--- config.mk ---
export PLATFORM = sky130hd
export DESIGN_NAME = dma_arbiter_flat
export DESIGN_NICKNAME = d
export VERILOG_FILES = /design/src/rtl/dma_arbiter_if.sv /design/src/rtl/dma_arbiter.sv /design/src/flat_wrapper.sv
export SDC_FILE = /design/constraint.sdc
export NUM_CORES = 1
export LEC_CHECK = 0
export CORE_MARGIN = 3
export CORE_UTILIZATION = 35
export CTS_CLUSTER_SIZE = 12
export DETAILED_ROUTE_END_ITERATION = 6
export PLACE_DENSITY = 0.68
export SKIP_CTS_REPAIR_TIMING = 1
export SLEW_MARGIN = 10
export SYNTH_ARGS = -nofsm -noshare
export SYNTH_HDL_FRONTEND = slang
export SYNTH_SLANG_ARGS = --single-unit
--- constraint.sdc ---
create_clock -name clk -period 32 [get_ports clk]
set_input_delay 4.8 -clock clk [delete_from_list [all_inputs] [get_ports clk]]
set_output_delay 4.8 -clock clk [all_outputs]
set_load 0.005 [all_outputs]
--- src/rtl/dma_arbiter_if.sv ---
// Bundle between the DMA arbiter, its requesters and the shared DMA engine.
// The slave modport is the arbiter's view; master is the requester/DMA side.
interface dma_arbiter_if #(
  parameter int NREQ = 3,
  parameter int OPW  = 3,
  parameter int INFW = 32
);
  localparam int GW = $clog2(NREQ);

  logic [NREQ-1:0]      req_s;
  logic [NREQ*OPW-1:0]  req_op;
  logic [NREQ*INFW-1:0] req_info1;
  logic [NREQ*INFW-1:0] req_mem_info1;
  logic [NREQ*INFW-1:0] req_info2;
  logic [NREQ*INFW-1:0] req_mem_info2;
  logic [NREQ-1:0]      req_f;
  logic [NREQ-1:0]      req_busy;
  logic [NREQ-1:0]      req_err;

  logic                 s_dma;
  logic [OPW-1:0]       dma_op;
  logic [INFW-1:0]      dma_info1;
  logic [INFW-1:0]      dma_mem_info1;
  logic [INFW-1:0]      dma_info2;
  logic [INFW-1:0]      dma_mem_info2;
  logic                 f_dma;
  logic [GW-1:0]        grant_id;
  logic [63:0]          busy_cnt;

  modport slave (
    input  req_s, req_op, req_info1, req_mem_info1, req_info2, req_mem_info2, f_dma,
    output req_f, req_busy, req_err, s_dma, dma_op, dma_info1, dma_mem_info1,
           dma_info2, dma_mem_info2, grant_id, busy_cnt
  );

  modport master (
    output req_s, req_op, req_info1, req_mem_info1, req_info2, req_mem_info2, f_dma,
    input  req_f, req_busy, req_err, s_dma, dma_op, dma_info1, dma_mem_info1,
           dma_info2, dma_mem_info2, grant_id, busy_cnt
  );
endinterface

--- src/rtl/dma_arbiter.sv ---
// Round-robin arbiter sharing one DMA engine among NREQ requesters, one
// queued command per requester and a single transfer in flight.
//
// state | meaning
// IDLE  | no transfer in flight; grant next valid slot after last
// WAIT  | transfer in flight for grant_id; waiting for f_dma
module dma_arbiter #(
  parameter int NREQ = 3,
  parameter int OPW  = 3,
  parameter int INFW = 32
) (
  input  logic         clk,
  input  logic         rst,
  dma_arbiter_if.slave bus
);
  localparam int GW = $clog2(NREQ);
  localparam logic [0:0] ST_IDLE = 1'b0;
  localparam logic [0:0] ST_WAIT = 1'b1;
  localparam logic [GW-1:0] LAST_RST = GW'(NREQ - 1);

  logic [0:0]      state_q, state_d;
  logic [GW-1:0]   last_q, last_d;
  logic [GW-1:0]   grant_q, grant_d;
  logic            s_dma_q, s_dma_d;
  logic [NREQ-1:0] req_f_q, req_f_d;
  logic [OPW-1:0]  dma_op_q, dma_op_d;
  logic [INFW-1:0] dma_info1_q, dma_info1_d;
  logic [INFW-1:0] dma_mem_info1_q, dma_mem_info1_d;
  logic [INFW-1:0] dma_info2_q, dma_info2_d;
  logic [INFW-1:0] dma_mem_info2_q, dma_mem_info2_d;
  logic [63:0]     busy_cnt_q, busy_cnt_d;

  logic [NREQ-1:0]            slot_vld;
  logic [NREQ-1:0][OPW-1:0]   slot_op;
  logic [NREQ-1:0][INFW-1:0]  slot_info1;
  logic [NREQ-1:0][INFW-1:0]  slot_mem_info1;
  logic [NREQ-1:0][INFW-1:0]  slot_info2;
  logic [NREQ-1:0][INFW-1:0]  slot_mem_info2;

  // Finish is only honoured once the start pulse has gone out.
  logic fin;
  assign fin = (state_q == ST_WAIT) && bus.f_dma && !s_dma_q;

  for (genvar g = 0; g < NREQ; g++) begin : g_slot
    logic            vld_q, vld_d;
    logic            err_q, err_d;
    logic [OPW-1:0]  op_q, op_d;
    logic [INFW-1:0] info1_q, info1_d;
    logic [INFW-1:0] mem_info1_q, mem_info1_d;
    logic [INFW-1:0] info2_q, info2_d;
    logic [INFW-1:0] mem_info2_q, mem_info2_d;

    always_comb begin
      vld_d       = vld_q;
      err_d       = err_q;
      op_d        = op_q;
      info1_d     = info1_q;
      mem_info1_d = mem_info1_q;
      info2_d     = info2_q;
      mem_info2_d = mem_info2_q;
      if (bus.req_s[g]) begin
        if (vld_q) begin
          err_d = 1'b1;
        end else begin
          vld_d       = 1'b1;
          op_d        = bus.req_op[g*OPW +: OPW];
          info1_d     = bus.req_info1[g*INFW +: INFW];
          mem_info1_d = bus.req_mem_info1[g*INFW +: INFW];
          info2_d     = bus.req_info2[g*INFW +: INFW];
          mem_info2_d = bus.req_mem_info2[g*INFW +: INFW];
        end
      end
      if (fin && (grant_q == GW'(g))) vld_d = 1'b0;
    end

    always_ff @(posedge clk or posedge rst) begin
      if (rst) begin
        vld_q       <= 1'b0;
        err_q       <= 1'b0;
        op_q        <= '0;
        info1_q     <= '0;
        mem_info1_q <= '0;
        info2_q     <= '0;
        mem_info2_q <= '0;
      end else begin
        vld_q       <= vld_d;
        err_q       <= err_d;
        op_q        <= op_d;
        info1_q     <= info1_d;
        mem_info1_q <= mem_info1_d;
        info2_q     <= info2_d;
        mem_info2_q <= mem_info2_d;
      end
    end

    assign slot_vld[g]       = vld_q;
    assign slot_op[g]        = op_q;
    assign slot_info1[g]     = info1_q;
    assign slot_mem_info1[g] = mem_info1_q;
    assign slot_info2[g]     = info2_q;
    assign slot_mem_info2[g] = mem_info2_q;
    assign bus.req_busy[g]   = vld_q;
    assign bus.req_err[g]    = err_q;
  end

  logic          rr_found;
  logic [GW-1:0] rr_win;
  logic [GW-1:0] rr_cand;
  int            rr_idx;

  // Search starts one past the last winner so every port gets a turn.
  always_comb begin
    rr_found = 1'b0;
    rr_win   = '0;
    rr_cand  = '0;
    rr_idx   = 0;
    for (int k = 1; k <= NREQ; k++) begin
      rr_idx = int'(last_q) + k;
      if (rr_idx >= NREQ) rr_idx = rr_idx - NREQ;
      rr_cand = GW'(rr_idx);
      if (!rr_found && slot_vld[rr_cand]) begin
        rr_found = 1'b1;
        rr_win   = rr_cand;
      end
    end
  end

  always_comb begin
    state_d         = state_q;
    last_d          = last_q;
    grant_d         = grant_q;
    s_dma_d         = 1'b0;
    req_f_d         = '0;
    dma_op_d        = dma_op_q;
    dma_info1_d     = dma_info1_q;
    dma_mem_info1_d = dma_mem_info1_q;
    dma_info2_d     = dma_info2_q;
    dma_mem_info2_d = dma_mem_info2_q;
    busy_cnt_d      = busy_cnt_q;
    case (state_q)
      ST_IDLE: begin
        if (rr_found) begin
          dma_op_d        = slot_op[rr_win];
          dma_info1_d     = slot_info1[rr_win];
          dma_mem_info1_d = slot_mem_info1[rr_win];
          dma_info2_d     = slot_info2[rr_win];
          dma_mem_info2_d = slot_mem_info2[rr_win];
          grant_d         = rr_win;
          last_d          = rr_win;
          s_dma_d         = 1'b1;
          state_d         = ST_WAIT;
        end
      end
      ST_WAIT: begin
        busy_cnt_d = busy_cnt_q + 64'd1;
        if (fin) begin
          req_f_d = NREQ'(1) << grant_q;
          state_d = ST_IDLE;
        end
      end
      default: state_d = ST_IDLE;
    endcase
  end

  always_ff @(posedge clk or posedge rst) begin
    if (rst) begin
      state_q         <= ST_IDLE;
      last_q          <= LAST_RST;
      grant_q         <= '0;
      s_dma_q         <= 1'b0;
      req_f_q         <= '0;
      dma_op_q        <= '0;
      dma_info1_q     <= '0;
      dma_mem_info1_q <= '0;
      dma_info2_q     <= '0;
      dma_mem_info2_q <= '0;
      busy_cnt_q      <= '0;
    end else begin
      state_q         <= state_d;
      last_q          <= last_d;
      grant_q         <= grant_d;
      s_dma_q         <= s_dma_d;
      req_f_q         <= req_f_d;
      dma_op_q        <= dma_op_d;
      dma_info1_q     <= dma_info1_d;
      dma_mem_info1_q <= dma_mem_info1_d;
      dma_info2_q     <= dma_info2_d;
      dma_mem_info2_q <= dma_mem_info2_d;
      busy_cnt_q      <= busy_cnt_d;
    end
  end

  assign bus.s_dma         = s_dma_q;
  assign bus.req_f         = req_f_q;
  assign bus.dma_op        = dma_op_q;
  assign bus.dma_info1     = dma_info1_q;
  assign bus.dma_mem_info1 = dma_mem_info1_q;
  assign bus.dma_info2     = dma_info2_q;
  assign bus.dma_mem_info2 = dma_mem_info2_q;
  assign bus.grant_id      = grant_q;
  assign bus.busy_cnt      = busy_cnt_q;
endmodule

--- src/flat_wrapper.sv ---
// flat-port wrapper written by rule: the top's interface ports become plain ports
module dma_arbiter_flat 
#(
  parameter int NREQ = 3,
  parameter int OPW  = 3,
  parameter int INFW = 32
)
  (clk, rst, bus_req_s, bus_req_op, bus_req_info1, bus_req_mem_info1, bus_req_info2, bus_req_mem_info2, bus_f_dma, bus_req_f, bus_req_busy, bus_req_err, bus_s_dma, bus_dma_op, bus_dma_info1, bus_dma_mem_info1, bus_dma_info2, bus_dma_mem_info2, bus_grant_id, bus_busy_cnt);
  dma_arbiter_if #(.NREQ(NREQ), .OPW(OPW), .INFW(INFW)) bus_i ();
  input  logic clk;
  input  logic rst;
  input wire logic [$bits(bus_i.req_s)-1:0] bus_req_s;
  input wire logic [$bits(bus_i.req_op)-1:0] bus_req_op;
  input wire logic [$bits(bus_i.req_info1)-1:0] bus_req_info1;
  input wire logic [$bits(bus_i.req_mem_info1)-1:0] bus_req_mem_info1;
  input wire logic [$bits(bus_i.req_info2)-1:0] bus_req_info2;
  input wire logic [$bits(bus_i.req_mem_info2)-1:0] bus_req_mem_info2;
  input wire logic [$bits(bus_i.f_dma)-1:0] bus_f_dma;
  output wire logic [$bits(bus_i.req_f)-1:0] bus_req_f;
  output wire logic [$bits(bus_i.req_busy)-1:0] bus_req_busy;
  output wire logic [$bits(bus_i.req_err)-1:0] bus_req_err;
  output wire logic [$bits(bus_i.s_dma)-1:0] bus_s_dma;
  output wire logic [$bits(bus_i.dma_op)-1:0] bus_dma_op;
  output wire logic [$bits(bus_i.dma_info1)-1:0] bus_dma_info1;
  output wire logic [$bits(bus_i.dma_mem_info1)-1:0] bus_dma_mem_info1;
  output wire logic [$bits(bus_i.dma_info2)-1:0] bus_dma_info2;
  output wire logic [$bits(bus_i.dma_mem_info2)-1:0] bus_dma_mem_info2;
  output wire logic [$bits(bus_i.grant_id)-1:0] bus_grant_id;
  output wire logic [$bits(bus_i.busy_cnt)-1:0] bus_busy_cnt;
  assign bus_i.req_s = bus_req_s;
  assign bus_i.req_op = bus_req_op;
  assign bus_i.req_info1 = bus_req_info1;
  assign bus_i.req_mem_info1 = bus_req_mem_info1;
  assign bus_i.req_info2 = bus_req_info2;
  assign bus_i.req_mem_info2 = bus_req_mem_info2;
  assign bus_i.f_dma = bus_f_dma;
  assign bus_req_f = bus_i.req_f;
  assign bus_req_busy = bus_i.req_busy;
  assign bus_req_err = bus_i.req_err;
  assign bus_s_dma = bus_i.s_dma;
  assign bus_dma_op = bus_i.dma_op;
  assign bus_dma_info1 = bus_i.dma_info1;
  assign bus_dma_mem_info1 = bus_i.dma_mem_info1;
  assign bus_dma_info2 = bus_i.dma_info2;
  assign bus_dma_mem_info2 = bus_i.dma_mem_info2;
  assign bus_grant_id = bus_i.grant_id;
  assign bus_busy_cnt = bus_i.busy_cnt;
  dma_arbiter #(.NREQ(NREQ), .OPW(OPW), .INFW(INFW)) u_core (.clk(clk), .rst(rst), .bus(bus_i));
endmodule
Yosys cells after proc, flatten, opt, wreduce, memory -nomap -nowiden --
Index checks and enable logic that the tools add are counted.
Operators by class: $add $sub $neg 7, $lt $le $gt $ge 7, equal/unequal tests 2, shift-type cells 1, mux-type cells 37, bitwise gates (word level) 4, reductions and logical operators 21
Operator list (number):
- 32-bit binary-select mux with 2-bit select | 4
- 32-bit 2-to-1 mux | 4
- 64-bit by 1-bit adder with 64-bit output (second input constant) | 1
- 1-bit 2-to-1 mux | 15
- 2-bit AND reduction | 7
- 2-bit by 3-bit less-than comparator with 1-bit output (second input constant) | 4
- 2-bit 2-to-1 mux | 6
- 3-bit by 2-bit >= comparator with 1-bit output (second input constant) | 3
- 3-bit 2-to-1 mux | 3
- 1-bit logical AND | 7
- 2-bit by 2-bit adder with 3-bit output (second input constant) | 2
- 1-bit binary-select mux with 2-bit select | 3
- 3-bit binary-select mux with 2-bit select | 1
- 2-bit nonzero test | 3
- 2-bit by 1-bit subtractor with 2-bit output (second input constant) | 3
- 1-bit inverter | 4
- 2-bit by 1-bit adder with 3-bit output (second input constant) | 1
- 1-bit logical NOT | 3
- 1-bit by 2-bit left shift with 3-bit output (first input constant) | 1
- 2-bit by 1-bit equality test with 1-bit output (second input constant) | 1
- 2-bit equality test (second input constant) | 1
- 2-bit logical NOT | 1
- 1-bit case mux with 2 select lines | 1
Word-level totals: register bits after elaboration 603, input port bits 399

Depth between registers and ports, before layout --
Gate-level depths: netlist of run 1.
depth in word-level cells 14, depth in mapped cells 12

Least setup slack after synthesis of run 1 --
Ideal clock, no wire load.
path type input -> register, start point in bus_req_s[0], end point reg u_core.g_slot[0].info1_q[0], setup time 125 ps, arrival 6056 ps, data required time 31875 ps, setup slack 25819 ps, stages 5, cell sequence nor2b_1 clkbuf_1 clkbuf_1 clkbuf_1 mux2_2
Between the ends: word-level cells in the longest chain between the ends 1
Ends and longest elaborated chain:
- start, declared | RTL line flat_wrapper.sv:12 | input wire logic [$bits(bus_i.req_s)-1:0] bus_req_s;
- 2-bit AND reduction (no line)
- end signal, assigned | RTL line dma_arbiter.sv:89 | info1_q <= info1_d;
- end, declared | RTL line dma_arbiter.sv:48 | logic [INFW-1:0] info1_q, info1_d;
No other way between the ends. A chain may end at the register's enable or synchronous reset.

==> out/summary.txt, run 1 <==
Outcome: finished, final reports clean
Type of origin of the critical path: primary input
CTS H-tree depth: 3
Final std cells w/o fill: 3462
Ys flop type: dfrtp_1
Final WS setup: 23740 ps
Worst vdd ir: 0.09124 mV
Total negative slack: 0 ps
CP arrival: 8820 ps
Core Area: 0.07064 mm^2
Dominant cell type by area after synthesis: dfrtp_1
GPL Wtd Cong: 0.8450
Total Routed Length: 74750 um
Skew-Pair Late Insertion Delay: 600 ps
HP Class: reg -> reg
Root Driver: clkbuf_16
Die W: 274.1 um
Final instance area: 0.03432 mm^2
I/O Buffers: 605
Mean number of vias per cell: 5.092
Pwr Total: 3500 uW
Pre-Repair DR Iteration Count: 5
Top-count cell post-synth: dfrtp_1
P per Cell Area: 102.0 mW/mm^2
Synth warnings: 0
Flop pwr share: 37.5%
Max FO, Critical Path: 148
Remaining antenna violation count: 0
Cell count after synthesis: 1901
DP Cell Count: 3334
Area of the mapped netlist: 0.02515 mm^2
Clock Power Share: 22.1%
DRC viols: 0
Final hold vios: 0
Fillers: 6113
Min Tclk post-route: 8259 ps
Internal: 2290 uW
Io pins: 606
Total CTS buffers: 69
Cells along the critical path: clkdlybuf4s50_1, inv_8, buf_4, buf_4, buf_4
Fmax: 121.1 MHz
Vias in the first global route: 19044
Syn_nets: 2305
Crit end category: asynchronous set/reset pin
Area growth from synthesis to layout: 36.45%
Top-area cell type share of the netlist area: 59.80%
Chip Height: 274.1 um
Unrepaired setup endpoints after global routing: false
Post-synth top cells: 601 x dfrtp_1, 395 x mux2_2, 289 x nand2_1
Full die area: 0.07510 mm^2
First-pass GRT wire length: 113300 um
Max-cap violations: 0
Sw frac: 34.56%
Final layout net count: 2869
Comb pwr share: 40.4%
Sequential area share after synthesis: 59.91%
Cell family contributing the most delay on the critical path: buffers and inverters
Crit path largest cell delay: 920 ps
Buf+Inv Stages, Crit Path: 5
Psw: 1210 uW
Leakage: 0.01431 uW
Initial antenna violation count: 16
Share of layout cells above drive strength 1: 21.77%
Worst-Margin Slew: 1054 ps
Worst-path clk slew: 50 ps
Max-slew violations: 0
Synth top area cells: dfrtp_1 60%, mux2_2 18%, mux2i_1 5.3%
Synth Register Bits: 602
Async S/R FF share, synth: 100.0%
Post-synth EDFFs: 0
Clock Sinks: 602
CTS tree: yes
Kind of critical path: in -> async
Slowest CP cell: buf_4
Grt ovf: 0
Synth Area per Inst: 13.23 um^2
Hpwl dp: 51040 um
Post-DR wirelength/cell: 21.59 um
Rows: 97
Cell Area, Placed: 0.03205 mm^2
Max Root-Sink Buffers: 3
Starting density of the core: 35.60%
GRT Util Overall: 19.49%
Final worst-path cycle share: 25.81%
Final setup vio count: 0
Library cells used by synthesis: 49
Worst Path Required: 32560 ps
Dpl ws: 22940 ps
DR vias: 17628
Layout Skew: 26.07 ps
Max-slew headroom at the worst pin: 29.75%
Crit-path most repeated cell: buf_4
Largest net degree at the start of global routing: 169
Initial DRC Count: 989
## through the flow
stage,hold slack [ps],utilization (%)
2_1_floorplan,428.9,-
3_3_place_gp,442.3,45.37
3_5_place_dp,443.8,45.37
4_1_cts,455.8,48.55
5_1_grt,478.8,48.58
6_report,457.0,48.58
## path summary, 6_finish.rpt
kind	startpoint	endpoint	slack [ps]	cells after the start
setup / recovery	rst	u_core.g_slot[2].mem_info1_q[0]	23740	5
hold / removal	u_core.g_slot[2].err_q	u_core.g_slot[2].err_q	460	1
setup reg to reg	u_core.bus.grant_id[0]	u_core.bus.dma_info1[28]	27350	8
hold reg to reg	u_core.g_slot[2].err_q	u_core.g_slot[2].err_q	460	1
max in group clk	bus_req_s[0]	u_core.g_slot[0].mem_info1_q[22]	25040	4
min in group asynchronous	rst	u_core.g_slot[1].info2_q[9]	4850	2
## power groups by stage
stage | combinational, uW | clock (uW) | sequential [uW]
after floorplan | 948 | 0 | 1260
after global placement | 1390 | 0 | 1300
after detailed placement | 1430 | 0 | 1320
after CTS | 1440 | 794 | 1310
after global routing | 1530 | 823 | 1350
final | 1410 | 773 | 1310
## cells in the final DEF (no fill, tap or decap), types with 4 or more instances in the layout
cell type	netlist	routed
a21oi_1	4	4
and3_1	11	11
and4_1	4	4
buf_4	9	21
clkbuf_1	84	13
clkbuf_16	0	71
clkbuf_8	0	15
clkdlybuf4s50_1	0	605
clkinv_2	0	7
clkinvlp_4	0	5
dfrtp_1	601	601
diode_2	0	9
ha_1	5	5
inv_1	10	9
mux2_2	395	395
mux2i_1	132	132
nand2_1	289	289
nand3_1	28	28
nand4_1	16	16
nor2_1	21	21
nor2_2	7	7
nor3_1	9	9
o221ai_1	132	132
xnor2_1	43	43
xor2_1	19	19
## cell families (layout without fill, tap and decap cells)
logic type               after synthesis  after routing  share of synthesized area, %
other                                  0              9                             0
AO/OA/AOI/OAI                        152            152                         5.110
XOR/XNOR                              63             63                         2.224
flip-flops                           602            602                         59.91
multiplexers                         527            527                         22.94
AND/OR/NAND/NOR                      408            408                         7.120
adder cells (fa/ha/maj)                5              5                        0.2488
buffers and inverters                144            756                         2.448
## state kept, by name, summed over array words and instances (netlist names), 9 cells and up
signal	flops
u_core.bus.busy_cnt	64
u_core.bus.dma_info1	32
u_core.bus.dma_info2	32
u_core.bus.dma_mem_info1	32
u_core.bus.dma_mem_info2	32
u_core.g_slot.info1_q	96
u_core.g_slot.info2_q	96
u_core.g_slot.mem_info1_q	96
u_core.g_slot.mem_info2_q	96
u_core.g_slot.op_q	9
## per-layer routing
layer,share of wire [%],global-route usage (%),vias up
met5,0.088,0,-
met3,6.1,4.585,134
met2,51,33.91,582
li1,-,-,7901
met1,40,23.53,9001
met4,3.0,7.083,10
## final cells by class
cell class / instances / area, um^2 / area share, %
tap: 940 / 1176 / 3.427
multi-input combinational: 1155 / 9525 / 27.76
timing repair buffer: 627 / 6233 / 18.17
inverter: 10 / 45.04 / 0.1313
sequential: 602 / 15070 / 43.90
clock buffer: 99 / 2032 / 5.921
clock inverter: 20 / 215.2 / 0.6271
antenna: 9 / 22.52 / 0.06563
Note: power is estimated with default switching activity, not from simulation.
==> run 2: changes to the inputs <==
==> constraint.sdc (replaced) <==
create_clock -name clk -period 8.35 [get_ports clk]
set_input_delay 1.2525 -clock clk [delete_from_list [all_inputs] [get_ports clk]]
set_output_delay 1.2525 -clock clk [all_outputs]
set_load 0.005 [all_outputs]
==> out/summary.txt, run 2 (same netlist as run 1, synthesis figures left out) <==
Area growth from synthesis to layout: 36.66%
DP Cell Count: 3335 (+0.030%)
Vias in the first global route: 18905 (-0.73%)
DR vias: 17727 (+0.56%)
Final hold vios: 0 (unchanged)
Remaining antenna violation count: 0 (unchanged)
Root Driver: clkbuf_16
First-pass GRT wire length: 112700 um (-0.58%)
Fillers: 6089 (-0.39%)
Max-slew headroom at the worst pin: 27.62% (-2.1 points)
Hold Path Depth: 1 (unchanged)
Worst Path Required: 8750 ps (-23810 ps)
I/O Buffers: 605 (unchanged)
Grt ovf: 0 (unchanged)
Clock Sinks: 602 (unchanged)
Worst-Margin Slew: 1086 ps (+32.03 ps)
Core Area: 0.07064 mm^2 (unchanged)
Share of layout cells above drive strength 1: 21.77% (about the same)
Kind of critical path: reg -> reg
Final core occ: 48.66% (+0.074 points)
Rows: 97 (unchanged)
Starting density of the core: 35.60% (unchanged)
Fmax: 235.3 MHz
Mean number of vias per cell: 5.116 (+0.47%)
Final setup vio count: 0 (unchanged)
DRC viols: 0 (unchanged)
Final worst-path cycle share: 50.89%
Worst-path clk slew: 60 ps (about the same)
Hold path startpoint: u_core.g_slot[1].err_q
Io pins: 606 (unchanged)
Largest net degree at the start of global routing: 152 (-10%)
Skew-Pair Late Insertion Delay: 600 ps (about the same)
Type of origin of the critical path: register
Max-cap violations: 0 (unchanged)
CTS tree: yes
CTS H-tree depth: 3 (unchanged)
Layout Skew: 33.56 ps (+7.485 ps)
GRT Util Overall: 19.29% (-0.20 points)
Total CTS buffers: 69 (unchanged)
Max FO, Critical Path: 43 (-71%)
Total Routed Length: 74600 um (-0.21%)
Crit end category: register
Most frequent cells in the layout: 605 x clkdlybuf4s50_1, 601 x dfrtp_1, 395 x mux2_2
Final std cells w/o fill: 3465 (+0.087%)
P per Cell Area: 389.8 mW/mm^2 (+280%)
Max Root-Sink Buffers: 3 (unchanged)
Commonest non-fill, non-tap cell in the layout: clkdlybuf4s50_1
Hpwl dp: 50690 um (-0.69%)
Unrepaired setup endpoints after global routing: false
Initial antenna violation count: 21 (+5)
Final layout net count: 2870 (+0.035%)
Post-DR wirelength/cell: 21.53 um (-0.30%)
Multi-input logic area: 0.009525 mm^2 (unchanged)
GPL Wtd Cong: 0.8511 (+0.72%)
CP arrival: 4650 ps (-4170 ps)
Die W: 274.1 um (unchanged)
Outcome: finished, final reports clean
Worst vdd ir: 0.3330 mV (+260%)
Leakage: 0.01434 uW (+0.16%)
Pre-Repair DR Iteration Count: 5 (unchanged)
Reg2reg start: u_core.bus.grant_id[0]
Worst Reg-to-Reg Cells: 10 (+2)
HP Class: reg -> reg
Chip Height: 274.1 um (unchanged)
Max-slew violations: 0 (unchanged)
Initial DRC Count: 993 (+0.40%)
Sequential cell area: 0.01507 mm^2 (unchanged)
Full die area: 0.07510 mm^2 (unchanged)
Min Tclk post-route: 4249 ps
CP startpoint: u_core.bus.grant_id[0]
[run 2: changes by cell type in the layout (fill, tap and decap cells not counted), sizes merged]
cell      delta
buf          +1
bufinv       +2
clkbuf       -3
clkinv       +1
clkinvlp     -3
diode        +8
inv          -3
[run 2: critical path, stage by stage, from the launching register on]
cell      delay (ps)
dfrtp_1          520
inv_1            200
ha_1             570
mux2i_1          310
o21ai_0          250
o21bai_1         280
a21boi_4         180
buf_4            480
buf_4            790
mux2i_1          270
o221ai_1         170
[run 2: final cells by class]
cell class / instances / area share, %
Tap cell: 940 / 3.422
Clock buffer: 96 / 5.876
Inverter: 10 / 0.1201
Antenna cell: 17 / 0.1238
Timing Repair Buffer: 628 / 18.30
Sequential cell: 602 / 43.84
Clock inverter: 17 / 0.6007
Multi-Input combinational cell: 1155 / 27.72
[run 2: path summary, 6_finish.rpt]
| path | endpoint | slack, ps |
|---|---|---|
| hold reg to reg | u_core.g_slot[1].err_q | 460 |
| setup / recovery | u_core.bus.dma_op[0] | 4100 |
| max in group asynchronous | u_core.g_slot[2].info2_q[8] | 5390 |
| min in group asynchronous | u_core.g_slot[1].info1_q[20] | 1190 |
| hold / removal | u_core.g_slot[1].err_q | 460 |
| setup reg to reg | u_core.bus.dma_op[0] | 4100 |
[run 2: per-layer routing]
layer | vias to the layer above | GRT usage, % | routed length, um
li1 | 7930 | - | -
met1 | 9090 | 22.53 | 29040
met2 | 543 | 33.22 | 37740
met3 | 152 | 5.277 | 5130
met4 | 12 | 8.368 | 2615
met5 | - | 0 | 73
[run 2: stage by stage]
step / total power [uW] / cell area, um^2 / TNS, ps / hold slack, ps / setup WS (ps)
2_1_floorplan: 8473 / 25150 / -668840 / 428.9 / -1113
3_3_place_gp: 10270 / 32100 / 0 / 439.6 / 4271
3_5_place_dp: 10520 / 32100 / 0 / 444.1 / 4119
4_1_cts: 13550 / 34330 / 0 / 456.8 / 4129
5_1_grt: 14170 / 34360 / 0 / 479.1 / 3829
6_report: 13400 / 34370 / 0 / 456.5 / 4101
[run 2: power by group]
part	internal [uW]	switching (uW)	leakage [uW]	total, uW
Combinational	2800	2620	0.00583	5410
Clock	1780	1200	0.00110	2970
Sequential	4250	763	0.00740	5010
Total	8820	4570	0.0143	13400
==> patch 1, RTL diff (config.mk and constraints of run 2) <==
`dma_mem_info1_q` no longer has a reset.
--- a/src/rtl/dma_arbiter.sv
+++ b/src/rtl/dma_arbiter.sv
@@ -173,3 +173,2 @@
       dma_info1_q     <= '0;
-      dma_mem_info1_q <= '0;
       dma_info2_q     <= '0;
@@ -185,3 +184,2 @@
       dma_info1_q     <= dma_info1_d;
-      dma_mem_info1_q <= dma_mem_info1_d;
       dma_info2_q     <= dma_info2_d;
@@ -190,2 +188,6 @@
     end
+  end
+
+  always_ff @(posedge clk) begin
+    dma_mem_info1_q <= dma_mem_info1_d;
   end
Formal check against the unedited RTL: differs if rst is asserted again (counterexample within 4 cycles, from zero or initial values and one cycle with rst high); with rst held inactive, the same outputs for 4 cycles.
==> patch 1 against run 2 <==
First-iteration DRC count is 16% higher; sequential power is 3% higher; wire length is 7.1% higher; area after synthesis is 0.53% higher; design area is 0.40% higher; power is 9.0% higher; sequential cell count stayed put; worst setup slack worse by 340 ps; synthesized cell count is 6.4% higher; critical endpoint is now u_core.bus.dma_info1[29]$_DFFE_PP0P_; utilization is 0.11 points higher; largest power group unchanged; highest routed layer unchanged.
==> patch 1: results (changes against run 2) <==
[final_layout]
num-nonclk-buffers=625  ; -0.48%
num-fill-cells=6177  ; +1.4%
nMultiInputCombCells=1260  ; +9.1%
multi_input_area_share=0.273  ; -0.00408
seqCellArea_mm2=0.0152  ; +1.1%
inv_count=9  ; -1
num-clock-buffers=103  ; +7.3%
diodes=24  ; +7
post_route_cells_drive_above_1_share=0.207  ; -0.0108
fin_area_mm2=0.0345  ; +0.40%
clock_area_frac=0.0677  ; +0.00297

[worst_setup_path]
rr_endpoint=u_core.bus.dma_info1[29]$_DFFE_PP0P_
max_stage_delay_ps=730  ; -60 ps
r2r_cells=9  ; -1

[detailed_routing]
vias_per_cell=5.15  ; +0.72%
wire_per_inst_um=22.3  ; +3.6%
wl_met2_um=39200  ; +3.8%
vias=18500  ; +4.2%
drt_iter0_drc=1149  ; +16%

[synthesis]
synth_area_leaders=dfrtp_1, mux2_2, edfxtp_1
ys_seq_area_frac=0.602  ; +0.00316
syn_nets=2426  ; +5.2%
async_reset_ff_frac=0.947  ; -0.0532

[placed_design]
dp_hpwl_um=52900  ; +4.4%
placed_cell_area_mm2=0.0321  ; about the same
place_congestion=0.861  ; +1.2%
place_inst=3436  ; +3.0%

[grt]
grt.met3_usage=0.0521  ; -0.000698
grt_max_degree=165  ; +8.6%
grt_pass1_vias=19300  ; +2.3%
gr-usage-met1=0.257  ; +0.0319
antenna_found_initial=33  ; +57%
grt_pass1_wl_um=120000  ; +6.3%
met2_usage=0.340  ; +0.00829
grtUsageTotal=0.207  ; +0.0142

[hold_path]
whs_endpoint=u_core.g_slot[2].err_q$_DFFE_PP0P_
hold_start=u_core.g_slot[2].err_q$_DFFE_PP0P_

[sta]
worst_pin_slew_ps=1130  ; +47.1 ps
fin_crit_sh=0.550  ; +0.0413
fin_skew_ps=36.4  ; +2.86 ps

[power]
leakagePower_nw=14.4  ; +0.20%
powerComb_mw=6.34  ; +17%
p_int_mw=9.10  ; +3.1%
seq_cell_power_mw=5.17  ; +3%

[outcome]
status=finished clean

-- patch 1: cell count changes after synthesis, sizes merged, moves of 86 or more --
| cell | delta |
|---|---|
| o21ai | +197 |
| mux2i | -130 |
| and3 | +99 |
| o221ai | -130 |
| nand2 | -86 |
| a211oi | +98 |
-- patch 1: logic make-up (layout without fill, tap and decap cells) --
group           Yosys count  in the layout  synth area share
simple gates            444            444            0.0843
fa+ha+maj                 5              5           0.00247
other cells               0             24                 0
mux                     398            398             0.177
buf+inv                 160            758            0.0288
compound gates          350            350            0.0832
xor+xnor                 63             63            0.0218
flops                   602            602             0.602
-- patch 1: through the flow --
stage / power, mW / utilization / hold slack, ps
floorplan: 9.14 / - / 429
global placement: 11.4 / 0.454 / 438
detailed placement: 11.6 / 0.454 / 447
CTS: 14.8 / 0.487 / 459
global route: 15.6 / 0.488 / 475
finish: 14.6 / 0.488 / 454
==> patch 2, RTL diff (config.mk and constraints of run 2) <==
Without the edit above. `OPW` is set to 3 in 3 places; all go to 2.
--- a/src/rtl/dma_arbiter_if.sv
+++ b/src/rtl/dma_arbiter_if.sv
@@ -4,3 +4,3 @@
   parameter int NREQ = 3,
-  parameter int OPW  = 3,
+  parameter int OPW  = 2,
   parameter int INFW = 32
--- a/src/rtl/dma_arbiter.sv
+++ b/src/rtl/dma_arbiter.sv
@@ -8,3 +8,3 @@
   parameter int NREQ = 3,
-  parameter int OPW  = 3,
+  parameter int OPW  = 2,
   parameter int INFW = 32
--- a/src/flat_wrapper.sv
+++ b/src/flat_wrapper.sv
@@ -4,3 +4,3 @@
   parameter int NREQ = 3,
-  parameter int OPW  = 3,
+  parameter int OPW  = 2,
   parameter int INFW = 32
Interface: changed (resized bus_dma_op and bus_req_op); port bits go from 606 to 602. The function was not compared with the original's and may differ.
==> patch 2 against run 2 <==
Area after synthesis increased by 15%; power increased by 26%; first-iteration DRC count increased by 54%; design area increased by 11%; wire length increased by 27%; via count increased by 25%; worst hold slack got worse by 4.6 ps; worst setup slack got worse by 810 ps; synthesized cell count increased by 32%; non-clock buffer count increased by 1; count of clock-buffer cells in the layout increased by 6; sequential cell count decreased by 4; clock skew decreased by 11 ps; largest cell class unchanged.
==> patch 2: results (changes against run 2) <==
[outcome]
status=finished clean

[synthesis]
ys_seq_area_frac=0.515  ; -0.0837
syn_nets=2911  ; +26%
synth_seq_cells=598  ; -0.66%
synth_area_leaders=dfrtp_1, mux2_2, o221ai_2
synthXorXnorAreaFrac=0.0190  ; -0.00324
muxShareOfSynthArea=0.153  ; -0.0760
syn_area_per_cell_um2=11.6  ; -13%

[sta]
worst_pin_slew_ps=1210  ; +127 ps
fin_crit_sh=0.606  ; +0.0974
fin_skew_ps=22.6  ; -10.9 ps

[final_layout]
num-nonclk-buffers=629  ; +0.16%
num-clock-buffers=102  ; +6.3%
num-fill-cells=7391  ; +21%
seqCellArea_mm2=0.0150  ; -0.66%
clock_area_frac=0.0636  ; -0.00113
inv_count=142  ; +132
post_route_cells_drive_above_1_share=0.219  ; +0.00133
diodes=33  ; +16
area_share_nonclk_buffers=0.165  ; -0.0176
nets=3384  ; +18%
nMultiInputCombCells=1541  ; +33%
stdcell_count=4129  ; +19%

[placed_design]
dp_hpwl_um=60600  ; +20%
place_congestion=0.811  ; -4.7%
dp_slack_ps=3480  ; -638 ps
port_buffers=601  ; -0.66%
place_inst=3970  ; +19%

[grt]
grt_max_degree=262  ; +72%
grt_pass1_vias=21600  ; +14%
grt_pass1_wl_um=142000  ; +26%
antenna_found_initial=40  ; +90%

[power]
ir_drop_uv=791  ; +140%
power_switching_mw=7.19  ; +57%
power.density_mw_per_mm2=442  ; +13%
leakagePower_nw=15.9  ; +11%

[detailed_routing]
drt_iter0_drc=1526  ; +54%
routed_wirelength_um=95100  ; +27%
vias_per_cell=5.36  ; +4.7%

[cts]
cts_buffers=71  ; +2.9%

[worst_setup_path]
cp_max_fo=132  ; +210%
crit_arrival_ps=5470  ; +820 ps

## patch 2: cell types whose count changed in the layout (fill, tap and decap cells not counted), moves of 16 or more
cell	change
nand3_1	+127
a21oi_1	+127
diode_2	+16
mux2i_1	-129
inv_1	+132
and3_1	+127
a21boi_0	+129
a211oi_1	+99
o221ai_1	-81
nand2_1	-135
a211oi_2	+30
o221ai_2	+80
## patch 2: power by group through the flow
| stage | clock network, mW | logic [mW] | registers, mW |
|---|---|---|---|
| 6_report | 3.24 | 8.58 | 5.03 |
| 5_1_grt | 3.44 | 9.32 | 5.19 |
| 4_1_cts | 3.33 | 8.69 | 5.02 |
| 3_5_place_dp | 0 | 8.66 | 5.06 |
| 3_3_place_gp | 0 | 8.52 | 5.02 |
| 2_1_floorplan | 0 | 6.10 | 4.82 |
## patch 2: worst paths after layout
kind | from | slack [ps] | to
max | u_core.bus.grant_id[0]$_DFFE_PP0P_ | 3290 | u_core.bus.dma_info2[31]$_DFFE_PP0P_
min | u_core.g_slot[1].err_q$_DFFE_PP0P_ | 450 | u_core.g_slot[1].err_q$_DFFE_PP0P_
max reg2reg | u_core.bus.grant_id[0]$_DFFE_PP0P_ | 3290 | u_core.bus.dma_info2[31]$_DFFE_PP0P_
min reg2reg | u_core.g_slot[1].err_q$_DFFE_PP0P_ | 450 | u_core.g_slot[1].err_q$_DFFE_PP0P_
max in group asynchronous | rst | 5490 | u_core.bus.dma_mem_info1[19]$_DFFE_PP0P_
min in group asynchronous | rst | 1060 | u_core.bus.busy_cnt[15]$_DFFE_PP0P_
## patch 2: metal layers
layer / vias to the layer above / wire, um / GRT usage
li1: 10100 / - / -
met1: 11200 / 40500 / 0.284
met2: 643 / 45900 / 0.342
met3: 173 / 5060 / 0.0394
met4: 10 / 3540 / 0.0947
met5: - / 78 / 0
